## config.mk

```make
export PLATFORM = sky130hd
export DESIGN_NAME = lsu_mem_initiator
export DESIGN_NICKNAME = d
export VERILOG_FILES = /design/src/rtl/lsu_pkg.sv /design/src/rtl/lsu_align.sv /design/src/rtl/lsu_mem_initiator.sv
export SDC_FILE = /design/constraint.sdc
export NUM_CORES = 1
export LEC_CHECK = 0
export CORE_UTILIZATION = 48
export DETAILED_ROUTE_END_ITERATION = 10
export GPL_ROUTABILITY_DRIVEN = 0
export PLACE_DENSITY = 0.86
export SYNTH_ARGS = -nofsm -noshare
export SYNTH_HDL_FRONTEND = slang
export SYNTH_SLANG_ARGS = --single-unit
```

## constraint.sdc

```tcl
create_clock -name clk -period 8.3 [get_ports clk]
set_input_delay 1.66 -clock clk [delete_from_list [all_inputs] [get_ports clk]]
set_output_delay 1.66 -clock clk [all_outputs]
set_load 0.1 [all_outputs]
```

## src/rtl/lsu_pkg.sv

```systemverilog
// Shared types and lane helpers for the load/store initiator.
// Users of misaligned() decide what to do with it depending on LSU_MISALIGN_SPLIT_EN.
package lsu_pkg;

  typedef enum logic [1:0] {
    SZ_WORD = 2'b00,
    SZ_HALF = 2'b01,
    SZ_BYTE = 2'b10,
    SZ_ILL  = 2'b11
  } size_e;

  typedef enum logic [2:0] {
    ST_IDLE   = 3'd0,
    ST_ISSUE0 = 3'd1,
    ST_WAIT0  = 3'd2,
    ST_ISSUE1 = 3'd3,
    ST_WAIT1  = 3'd4,
    ST_RESP   = 3'd5
  } state_e;

  // 8-bit enable across two consecutive words; the upper nibble belongs to the second word.
  function automatic logic [7:0] byte_en(input logic [1:0] off, input size_e size);
    logic [7:0] mask;
    case (size)
      SZ_WORD: mask = 8'h0F;
      SZ_HALF: mask = 8'h03;
      SZ_BYTE: mask = 8'h01;
      default: mask = 8'h00;
    endcase
    return mask << off;
  endfunction

  function automatic logic misaligned(input logic [1:0] off, input size_e size);
    logic [7:0] be8;
    be8 = byte_en(off, size);
    return be8[7:4] != 4'b0000;
  endfunction

endpackage

```

## src/rtl/lsu_align.sv

```systemverilog
// Combinational lane logic: positions store data/enables and merges/extends load data.
module lsu_align
  import lsu_pkg::*;
(
  input  logic [31:0] wdata_i,
  input  logic [1:0]  off_i,
  input  size_e       size_i,
  input  logic        unsigned_i,
  input  logic [31:0] rd0_i,
  input  logic [31:0] rd1_i,
  output logic [7:0]  be8_o,
  output logic [63:0] wdata64_o,
  output logic [31:0] rdata_o
);

  logic [5:0]  shift;
  logic [31:0] raw;

  assign shift     = {1'b0, off_i, 3'b000};
  assign be8_o     = byte_en(off_i, size_i);
  assign wdata64_o = {32'b0, wdata_i} << shift;
  assign raw       = 32'({rd1_i, rd0_i} >> shift);

  always_comb begin
    rdata_o = raw;
    case (size_i)
      SZ_HALF: rdata_o = unsigned_i ? {16'b0, raw[15:0]} : {{16{raw[15]}}, raw[15:0]};
      SZ_BYTE: rdata_o = unsigned_i ? {24'b0, raw[7:0]}  : {{24{raw[7]}}, raw[7:0]};
      default: rdata_o = raw;
    endcase
  end

endmodule

```

## src/rtl/lsu_mem_initiator.sv

```systemverilog
// Load/store initiator: one core request becomes one or two aligned word accesses.
// LSU_MISALIGN_SPLIT_EN: when defined, misaligned accesses are split; otherwise they error.
module lsu_mem_initiator
  import lsu_pkg::*;
#(
  parameter int ADDR_W = 32
) (
  input  logic              clk,
  input  logic              reset,
  input  logic              req_valid,
  output logic              req_ready,
  input  logic              req_write,
  input  logic [ADDR_W-1:0] req_addr,
  input  logic [31:0]       req_wdata,
  input  logic [1:0]        req_size,
  input  logic              req_unsigned,
  output logic              resp_valid,
  output logic [31:0]       resp_rdata,
  output logic              resp_err,
  output logic              mem_req_valid,
  input  logic              mem_req_ready,
  output logic              mem_we,
  output logic [ADDR_W-1:0] mem_addr,
  output logic [31:0]       mem_wdata,
  output logic [3:0]        mem_be,
  input  logic              mem_rsp_valid,
  input  logic [31:0]       mem_rdata,
  output logic [2:0]        dbg_state
);

  // Handshakes: req and mem_req transfer on the rising edge where valid && ready are
  // both high; outputs stay stable while valid waits for ready. resp_valid and
  // mem_rsp_valid are single-cycle pulses with no backpressure.

  state_e             state_q, state_d;
  logic               err_q, err_d;
  logic               write_q;
  logic [ADDR_W-3:0]  word_q;
  logic [1:0]         off_q;
  size_e              size_q;
  logic               uns_q;
  logic [31:0]        wdata_q;
  logic [31:0]        rd0_q;
  logic [31:0]        rd1;
  logic               accept;
  logic               bad_req;
  logic [7:0]         be8;
  logic [63:0]        wdata64;
  logic [31:0]        load_data;

  assign accept = req_valid && req_ready;

`ifdef LSU_MISALIGN_SPLIT_EN
  logic [31:0] rd1_q;
  assign bad_req = req_size == 2'b11;
  assign rd1     = rd1_q;
`else
  logic unused_hi;
  assign bad_req   = (req_size == 2'b11) || misaligned(req_addr[1:0], size_e'(req_size));
  assign rd1       = 32'b0;
  assign unused_hi = ^{be8[7:4], wdata64[63:32]};
`endif

  always_comb begin
    state_d = state_q;
    err_d   = err_q;
    case (state_q)
      ST_IDLE: begin
        if (req_valid) begin
          err_d   = bad_req;
          state_d = bad_req ? ST_RESP : ST_ISSUE0;
        end
      end
      ST_ISSUE0: if (mem_req_ready) state_d = ST_WAIT0;
      ST_WAIT0: begin
        if (mem_rsp_valid) begin
`ifdef LSU_MISALIGN_SPLIT_EN
          state_d = misaligned(off_q, size_q) ? ST_ISSUE1 : ST_RESP;
`else
          state_d = ST_RESP;
`endif
        end
      end
`ifdef LSU_MISALIGN_SPLIT_EN
      ST_ISSUE1: if (mem_req_ready) state_d = ST_WAIT1;
      ST_WAIT1:  if (mem_rsp_valid) state_d = ST_RESP;
`endif
      ST_RESP: state_d = ST_IDLE;
      default: state_d = ST_IDLE;
    endcase
  end

  always_ff @(posedge clk or posedge reset) begin
    if (reset) begin
      state_q <= ST_IDLE;
      err_q   <= 1'b0;
      write_q <= 1'b0;
      word_q  <= '0;
      off_q   <= 2'b00;
      size_q  <= SZ_WORD;
      uns_q   <= 1'b0;
      wdata_q <= 32'b0;
      rd0_q   <= 32'b0;
`ifdef LSU_MISALIGN_SPLIT_EN
      rd1_q   <= 32'b0;
`endif
    end else begin
      state_q <= state_d;
      err_q   <= err_d;
      if (accept) begin
        write_q <= req_write;
        word_q  <= req_addr[ADDR_W-1:2];
        off_q   <= req_addr[1:0];
        size_q  <= size_e'(req_size);
        uns_q   <= req_unsigned;
        wdata_q <= req_wdata;
      end
      if (state_q == ST_WAIT0 && mem_rsp_valid) rd0_q <= mem_rdata;
`ifdef LSU_MISALIGN_SPLIT_EN
      // Cleared per request so aligned loads merge against zero.
      if (accept) rd1_q <= 32'b0;
      else if (state_q == ST_WAIT1 && mem_rsp_valid) rd1_q <= mem_rdata;
`endif
    end
  end

  lsu_align u_align (
    .wdata_i    (wdata_q),
    .off_i      (off_q),
    .size_i     (size_q),
    .unsigned_i (uns_q),
    .rd0_i      (rd0_q),
    .rd1_i      (rd1),
    .be8_o      (be8),
    .wdata64_o  (wdata64),
    .rdata_o    (load_data)
  );

  always_comb begin
    mem_req_valid = 1'b0;
    mem_we        = 1'b0;
    mem_addr      = '0;
    mem_wdata     = 32'b0;
    mem_be        = 4'b0;
    if (state_q == ST_ISSUE0) begin
      mem_req_valid = 1'b1;
      mem_we        = write_q;
      mem_addr      = {word_q, 2'b00};
      mem_wdata     = wdata64[31:0];
      mem_be        = be8[3:0];
    end
`ifdef LSU_MISALIGN_SPLIT_EN
    if (state_q == ST_ISSUE1) begin
      mem_req_valid = 1'b1;
      mem_we        = write_q;
      mem_addr      = {word_q + (ADDR_W-2)'(1), 2'b00};
      mem_wdata     = wdata64[63:32];
      mem_be        = be8[7:4];
    end
`endif
  end

  assign req_ready  = state_q == ST_IDLE;
  assign resp_valid = state_q == ST_RESP;
  assign resp_err   = resp_valid && err_q;
  assign resp_rdata = (resp_valid && !err_q && !write_q) ? load_data : 32'b0;
  assign dbg_state  = state_q;

endmodule

```

After elaboration in Yosys (flattened, before gate mapping)
Cells that the tools add are included.
Word-level totals
  register bits after elaboration: 104
  output and inout bits: 108
  word-level logic and storage cells: 54
Cells by class
  equality and inequality tests: 11
  shift operators: 4
  mux-type cells: 16
  reduce and logical (&&, ||, !) cells: 14
Operators with widths (count)
  two-way mux 32 bit: 5
  case mux 32 bit (2 select lines): 1
  << shifter 32 x 5 -> 32 bit: 1
  right shift 32 x 5 -> 32 bit: 1
  case mux 4 bit (3 select lines): 2
  two-way mux 3 bit: 4
  case mux 3 bit (3 select lines): 1
  << shifter 8 x 2 -> 8 bit: 1
  equality test 2 bit (second input constant): 3
  != test 2 bit (second input constant): 3
  logical AND 1 bit: 5
  equality test 2 x 1 -> 1 bit (second input constant): 2
  logical NOT 2 bit: 2
  two-way mux 4 bit: 1
  nonzero test 4 bit: 1
  << shifter 4 x 2 -> 4 bit: 1
  equality test 3 x 1 -> 1 bit (second input constant): 1
  equality test 3 x 2 -> 1 bit (second input constant): 1
  equality test 3 bit (second input constant): 1
  logical NOT 3 bit: 1
  AND reduction 3 bit: 1
  logical NOT 1 bit: 2
  two-way mux 1 bit: 2
  AND reduction 2 bit: 1
  logical OR 1 bit: 1

Logic depth before layout (Yosys ltp)
Gate-level depths: netlist (run 1).
  depth after elaboration: 8
  depth in mapped cells: 8

Hierarchy
Synthesis (run 1) repeated with hierarchy kept, for this count alone.
Unflattened totals
  cell total of the unflattened synthesis: 627
  area total of the unflattened synthesis: 6937.9 µm²
Modules (own cells, without submodules)
  lsu_mem_initiator: times used 1, cells an instance 355, area each 4916.0 µm²
  lsu_align: times used 1, cells an instance 272, area each 2021.9 µm²

Worst setup path before layout (run 1)
Ideal clock, no wire load.
  kind: reg-to-output
  from: reg state_q[0] (netlist: dbg_state[0])
  to: out resp_rdata[1]
  arrival time: 4.899 ns
  path slack: 1.741 ns
  stages on the path, launching flop included: 7
  path buffers: 2
  path through: dfrtp_1 > buf_2 > nor2b_1 > and2_1 > nand2_1 > buf_1 > a211oi_1
On the way
  cells in the longest elaborated chain, start to end: 4
Ends and longest elaborated chain
  from (decl): line lsu_mem_initiator.sv:35  | state_e state_q, state_d;
  from (signal assigned): line lsu_mem_initiator.sv:108  | state_q <= state_d;
  equality test 3 bit: line lsu_mem_initiator.sv:164  | assign resp_valid = state_q == ST_RESP;
  named net resp_valid: line lsu_mem_initiator.sv:17  | output logic resp_valid,
  logical AND 1 bit (2 in a row): line lsu_mem_initiator.sv:166  | assign resp_rdata = (resp_valid && !err_q && !write_q) ? load_data : 32'b0;
  two-way mux 32 bit: line lsu_mem_initiator.sv:166
  to (decl): line lsu_mem_initiator.sv:18  | output logic [31:0] resp_rdata,
The timed path passes the listed nets, and every way through them passes these cells.

Final worst setup path (run 1)
  from: reg state_q[2] (netlist: dbg_state[2])
  to: out mem_wdata[3]
On the way
  cells in the longest elaborated chain, start to end: 2
Ends and longest elaborated chain
  equality test 3 x 1 -> 1 bit: line lsu_mem_initiator.sv:145  | if (state_q == ST_ISSUE0) begin
  two-way mux 32 bit: line lsu_mem_initiator.sv:145
  to (decl): line lsu_mem_initiator.sv:24  | output logic [31:0] mem_wdata,
Every way passes these cells.

==> results.yml, run 1 <==
outcome:
  status: "finished with violations"
  violations: "design-rule violations"
sta:
  skew_ps: 4.84
  rsz0062_at_grt: "no"
  setup_tns_ps: 0
  slew_headroom_pct: 18.3
  setup-violations-final: 0
  finalHoldViolCount: 0
  timing.final.crit_share_pct: 72.6
  period_needed_ps: 6020
  tightest_slew_ps: 1220
  fmaxAchievable_ghz: 0.166
  drv_slew: 0
clocking:
  cts_resized: 0
  cts.sinks: 104
  cts_buffer_depth: 2
  cts.root.buffer_cell: "clkbuf_16"
  worstSkewPairLatency_ps: 350
  cts_tree: "yes"
  cts_hold_buf: 0
  numCtsBuffers: 9
  h-tree-depth: 3
  path_clk_slew_ps: 70
  post_cts_buffers: 0
critical_path:
  cp-end-kind: "primary output"
  cp.required_ps: 6640
  worstSetupStartpointType: "register"
  worstPathArrival_ps: 4360
  crit_type: "reg -> out"
  cp_max_fo: 34
synthesis:
  synth_area_leaders: "dfrtp_1, mux2_2, mux2i_1"
  ys_top_cells_by_count: "dfrtp_1, mux2_2, nor2_1, and2_1, a211oi_1"
  async_reset_ff_share_pct: 100
  avgSynthCellArea_sq_um: 11.0
  synthMuxAreaShare_pct: 25.5
  synth_top_cell_by_area: "dfrtp_1"
  synth_fa_ha_area_share_pct: 0.877
  syn_area_sq_um: 5710
  yosysTopAreaCellShare_pct: 45.6
  synthSimpleGateAreaFrac_pct: 14.3
  synth-compound-area-share_pct: 9.16
  synth_cell_type_count: 35
  synth.most_common_cell: "dfrtp_1"
  seq_area_frac_synth_pct: 45.6
  synth-edff-count: 0
  synth_flop_cell: "dfrtp_1"
  ys_ff_latch: 104
  yosysWarnings: 0
  synth_xor_area_share_pct: 0
  synth_top_family_by_area: "multiplexers"
  synthCells: 517
routing:
  viasPerCell: 5.43
  antenna_left: 0
  routedWlPerCell_um: 18.1
  wirelength_mm: 15.3
  drc: 14
  drtPass1Iterations: 7
  dr_total_vias: 4604
  drt_iter0_drc: 267
floorplanning:
  die_area_sq_um: 12300
  io_pins: 213
  core_area_sq_um: 11500
  dieWidth_um: 111
  initial_core_util_pct: 49.6
  rows: 39
  die_h_um: 111
job:
  maxCapViolCount: 0
placement:
  dp_hpwl_mm: 11.2
  io_buffers: 210
  dpl.cell_count: 832
finish:
  drive_gt1_share_pct: 16.9
  syn_to_final_growth_pct: 41.6
  final_cells: 848
  n_antenna_cell: 0
  nNetsFinal: 809
worst_hold_path:
  min-delay-path-class: "reg -> reg"
grt:
  grt_usage_pct: 25.5
  grt_max_degree: 73
  grt_overflow: 0
  antenna_found_initial: 0
  grt_pass1_vias: 4750
  grt_first_pass_wirelength_mm: 24.6
## sequential cells by signal, indices dropped and copies added (netlist names)
register	flops
off_q	2
rd0_q	32
size_q	2
wdata_q	32
write_q	1
err_q	1
uns_q	1
word_q	30
dbg_state	3
## path summary, 6_finish.rpt
check / from / to / slack, ps / cells after the start
max: dbg_state[2]$_DFFE_PP0P_ / mem_wdata[3] / 2280 / 7
min: rd0_q[3]$_DFFE_PP0P_ / rd0_q[3]$_DFFE_PP0P_ / 480 / 1
max reg2reg: dbg_state[2]$_DFFE_PP0P_ / wdata_q[16]$_DFFE_PP0P_ / 6120 / 4
min reg2reg: rd0_q[3]$_DFFE_PP0P_ / rd0_q[3]$_DFFE_PP0P_ / 480 / 1
max in group asynchronous: reset / off_q[0]$_DFFE_PP0P_ / 5390 / 3
min in group asynchronous: reset / word_q[7]$_DFFE_PP0P_ / 1710 / 2
## layout make-up
class | count | area, sq um
multi-input combinational | 363 | 2870
timing repair buffer | 214 | 2130
tap | 143 | 179
clock buffer | 12 | 236
sequential | 104 | 2610
fill | 867 | 3430
clock inverter | 4 | 30.0
inverter | 8 | 32.5
## cell families after synthesis
kind of cell / after synthesis
AOI/OAI and AO/OA: 77
adders and majority gates: 4
buffers and inverters: 51
DFF: 104
muxes: 132
other: 1
and+or+nand+nor: 148
## layout by cell type, fill, tap and decap left out, drive strengths merged, types with 2 or more instances in the layout
| cell | count |
|---|---|
| clkdlybuf4s50 | 210 |
| mux2 | 106 |
| dfrtp | 104 |
| nor2 | 50 |
| and2 | 41 |
| a211oi | 32 |
| a21oi | 27 |
| mux2i | 26 |
| nor3 | 20 |
| nor2b | 19 |
| clkbuf | 12 |
| inv | 10 |
| nand2 | 8 |
| a22oi | 7 |
| o21ai | 5 |
| nand2b | 4 |
| ha | 4 |
| buf | 4 |
| nor3b | 2 |
| conb | 2 |
| a2bb2oi | 2 |
## worst max-delay path, cell delays in order (launching register included)
cell and delay (ps):
dfrtp_1 480, nor2_1 130, nand2_1 350, inv_1 760, nand2b_1 420, nor2_1 530, and2_1 210, clkdlybuf4s50_1 1130
## routing by layer
| metal | GRT usage, % | vias to the layer above | part of all wire (%) |
|---|---|---|---|
| met5 | 0 | - | 0 |
| met3 | 7.76 | 30 | 6.9 |
| met2 | 40.4 | 149 | 47 |
| met4 | 10.1 | 0 | 2.6 |
| met1 | 32.8 | 2243 | 43 |
| li1 | - | 2182 | - |
## per-stage QoR
step | utilization, % | setup WS (ps) | hold slack (ps) | cell area, sq um
4_1_cts | 70.2 | 2230 | 485 | 8080
3_3_place_gp | 67.9 | 2760 | 459 | 7820
2_1_floorplan | - | 1740 | 449 | 5710
3_5_place_dp | 67.9 | 2630 | 469 | 7820
6_report | 70.2 | 2280 | 483 | 8080
5_1_grt | 70.2 | 1880 | 500 | 8080
Power of run 1 is left out: the tool's default activity adds up to more than one toggle a clock period on the data nets, which glitch-free logic cannot reach.
==> run 2: changes to the inputs <==
--- a/config.mk
+++ b/config.mk
@@ -5,10 +5,10 @@
 export SDC_FILE = /design/constraint.sdc
 export NUM_CORES = 1
 export LEC_CHECK = 0
-export CORE_UTILIZATION = 48
+export CORE_UTILIZATION = 41
 export DETAILED_ROUTE_END_ITERATION = 10
 export GPL_ROUTABILITY_DRIVEN = 0
-export PLACE_DENSITY = 0.86
+export PLACE_DENSITY = 0.78
 export SYNTH_ARGS = -nofsm -noshare
 export SYNTH_HDL_FRONTEND = slang
 export SYNTH_SLANG_ARGS = --single-unit
==> constraint.sdc (replaced) <==
create_clock -name clk -period 4.9 [get_ports clk]
set_input_delay 0.98 -clock clk [delete_from_list [all_inputs] [get_ports clk]]
set_output_delay 0.98 -clock clk [all_outputs]
set_load 0.1 [all_outputs]
==> results.yml, run 2 (synthesis gave the netlist of run 1 again) <==
outcome:
  status: "finished clean"
critical_path:
  reg2reg_depth: 3
  rr_endpoint: "wdata_q[7]$_DFFE_PP0P_"
  worst_path_most_repeated_cell: "nor2_1"
  slowest_delay_ps: 530
  worstPathArrival_ps: 2870
  path_cells: "nor2_1, nand2_1, inv_1, nand2b_1, nor2_1, and2_1, buf_12"
  worstSetupStartpointType: "register"
  slowest_stage: "nor2_1"
  cp-end-kind: "primary output"
  cp.required_ps: 3920
  crit_type: "reg -> out"
  cp_max_fo: 18
  r2r_setup_slack_ps: 2720
  r2r_start: "dbg_state[2]$_DFFE_PP0P_"
finish:
  top_regs: "rd0_q x32, wdata_q x32, word_q x30"
  n_antenna_cell: 0
  final_common_cell: "clkdlybuf4s50_1"
  drive_gt1_share_pct: 34.4
  syn_to_final_growth_pct: 43.6
  final_cell_mix: "clkdlybuf4s50_1, dfrtp_1, buf_4"
  fillers: 1095
  final_cells: 882
  nNetsFinal: 810
sta:
  period_needed_ps: 3850
  timing.final.crit_share_pct: 78.5
  setup-violations-final: 0
  skew_ps: 8.79
  fin_ws_ps: 1050
  setup_tns_ps: 0
  tightest_slew_ps: 1120
  rsz0062_at_grt: "no"
  slew_headroom_pct: 25.0
  hold-worst-slack_ps: 484
  fmaxAchievable_ghz: 0.260
  finalHoldViolCount: 0
  drv_slew: 0
grt:
  grt_first_pass_wirelength_mm: 25.1
  grtUsageMet2_pct: 36.1
  grt_util_met3_pct: 8.32
  grt_max_degree: 85
  grt_overflow: 0
  busiest_layer: "met2"
  grt_pass1_vias: 4798
  met1_usage_pct: 28.4
  grt_usage_pct: 22.5
  antenna_found_initial: 1
clocking:
  cts_buffer_depth: 2
  cts.root.buffer_cell: "clkbuf_16"
  cts_resized: 0
  path_clk_slew_ps: 70
  post_cts_buffers: 0
  numCtsBuffers: 9
  cts_tree: "yes"
  worstSkewPairLatency_ps: 350
  h-tree-depth: 3
  cts_hold_buf: 0
  cts.sinks: 104
floorplanning:
  die_h_um: 120
  dieWidth_um: 120
  die_area_sq_um: 14400
  io_pins: 213
  initial_core_util_pct: 42.6
  core_area_sq_um: 13400
  rows: 42
routing:
  dr_total_vias: 4655
  drtPass1Iterations: 4
  drc: 0
  viasPerCell: 5.28
  antenna_left: 0
  routedWlPerCell_um: 17.7
  drt_iter0_drc: 313
  wirelength_mm: 15.6
worst_hold_path:
  min-delay-path-class: "reg -> reg"
  whs_path_depth: 1
  hold_path_end: "wdata_q[31]$_DFFE_PP0P_"
  min_from: "wdata_q[31]$_DFFE_PP0P_"
placement:
  dpl.cell_count: 866
  io_buffers: 210
  pre_cts_slack_ps: 1380
  dp_hpwl_mm: 11.2
job:
  maxCapViolCount: 0
## run 2: through the flow
| step | instance area, sq um | util, % |
|---|---|---|
| 2_1_floorplan | 5860 | - |
| 6_report | 8200 | 61.2 |
| 5_1_grt | 8200 | 61.2 |
| 3_3_place_gp | 7860 | 58.7 |
| 3_5_place_dp | 7860 | 58.7 |
| 4_1_cts | 8200 | 61.2 |
## run 2: worst max-delay path: cells and delay by family, from the launching register on
family	cells	cell delay, ps
simple gates	5	1640
flops	1	470
buf+inv	2	390
## run 2: layout make-up
class	count	area, sq um	share of cell area [%]
clock buffer	10	239	2.91
clock inverter	6	97.6	1.19
inverter	8	32.5	0.397
multi-input combinational	363	3020	36.8
sequential	104	2610	31.8
tap	176	220	2.69
timing repair buffer	215	1990	24.3
## run 2: worst max-delay path by stage
stage                                  start  slack [ps]  depth (start not counted)        endpoint
floorplan           dbg_state[0]$_DFFE_PP0P_        -850                          6  resp_rdata[19]
global placement    dbg_state[2]$_DFFE_PP0P_        1480                          7    mem_wdata[7]
detailed placement  dbg_state[2]$_DFFE_PP0P_        1380                          7    mem_wdata[2]
CTS                 dbg_state[2]$_DFFE_PP0P_         990                          7    mem_wdata[2]
global route        dbg_state[2]$_DFFE_PP0P_         800                          7    mem_wdata[2]
finish              dbg_state[2]$_DFFE_PP0P_        1050                          7    mem_wdata[2]
## run 2: layer usage
| metal | wire length, um | vias to the layer above |
|---|---|---|
| met2 | 7400 | 174 |
| met3 | 1230 | 21 |
| met4 | 246 | 2 |
| met1 | 6700 | 2288 |
| met5 | 17 | - |
| li1 | - | 2170 |
Power of run 2 is left out for the same reason.
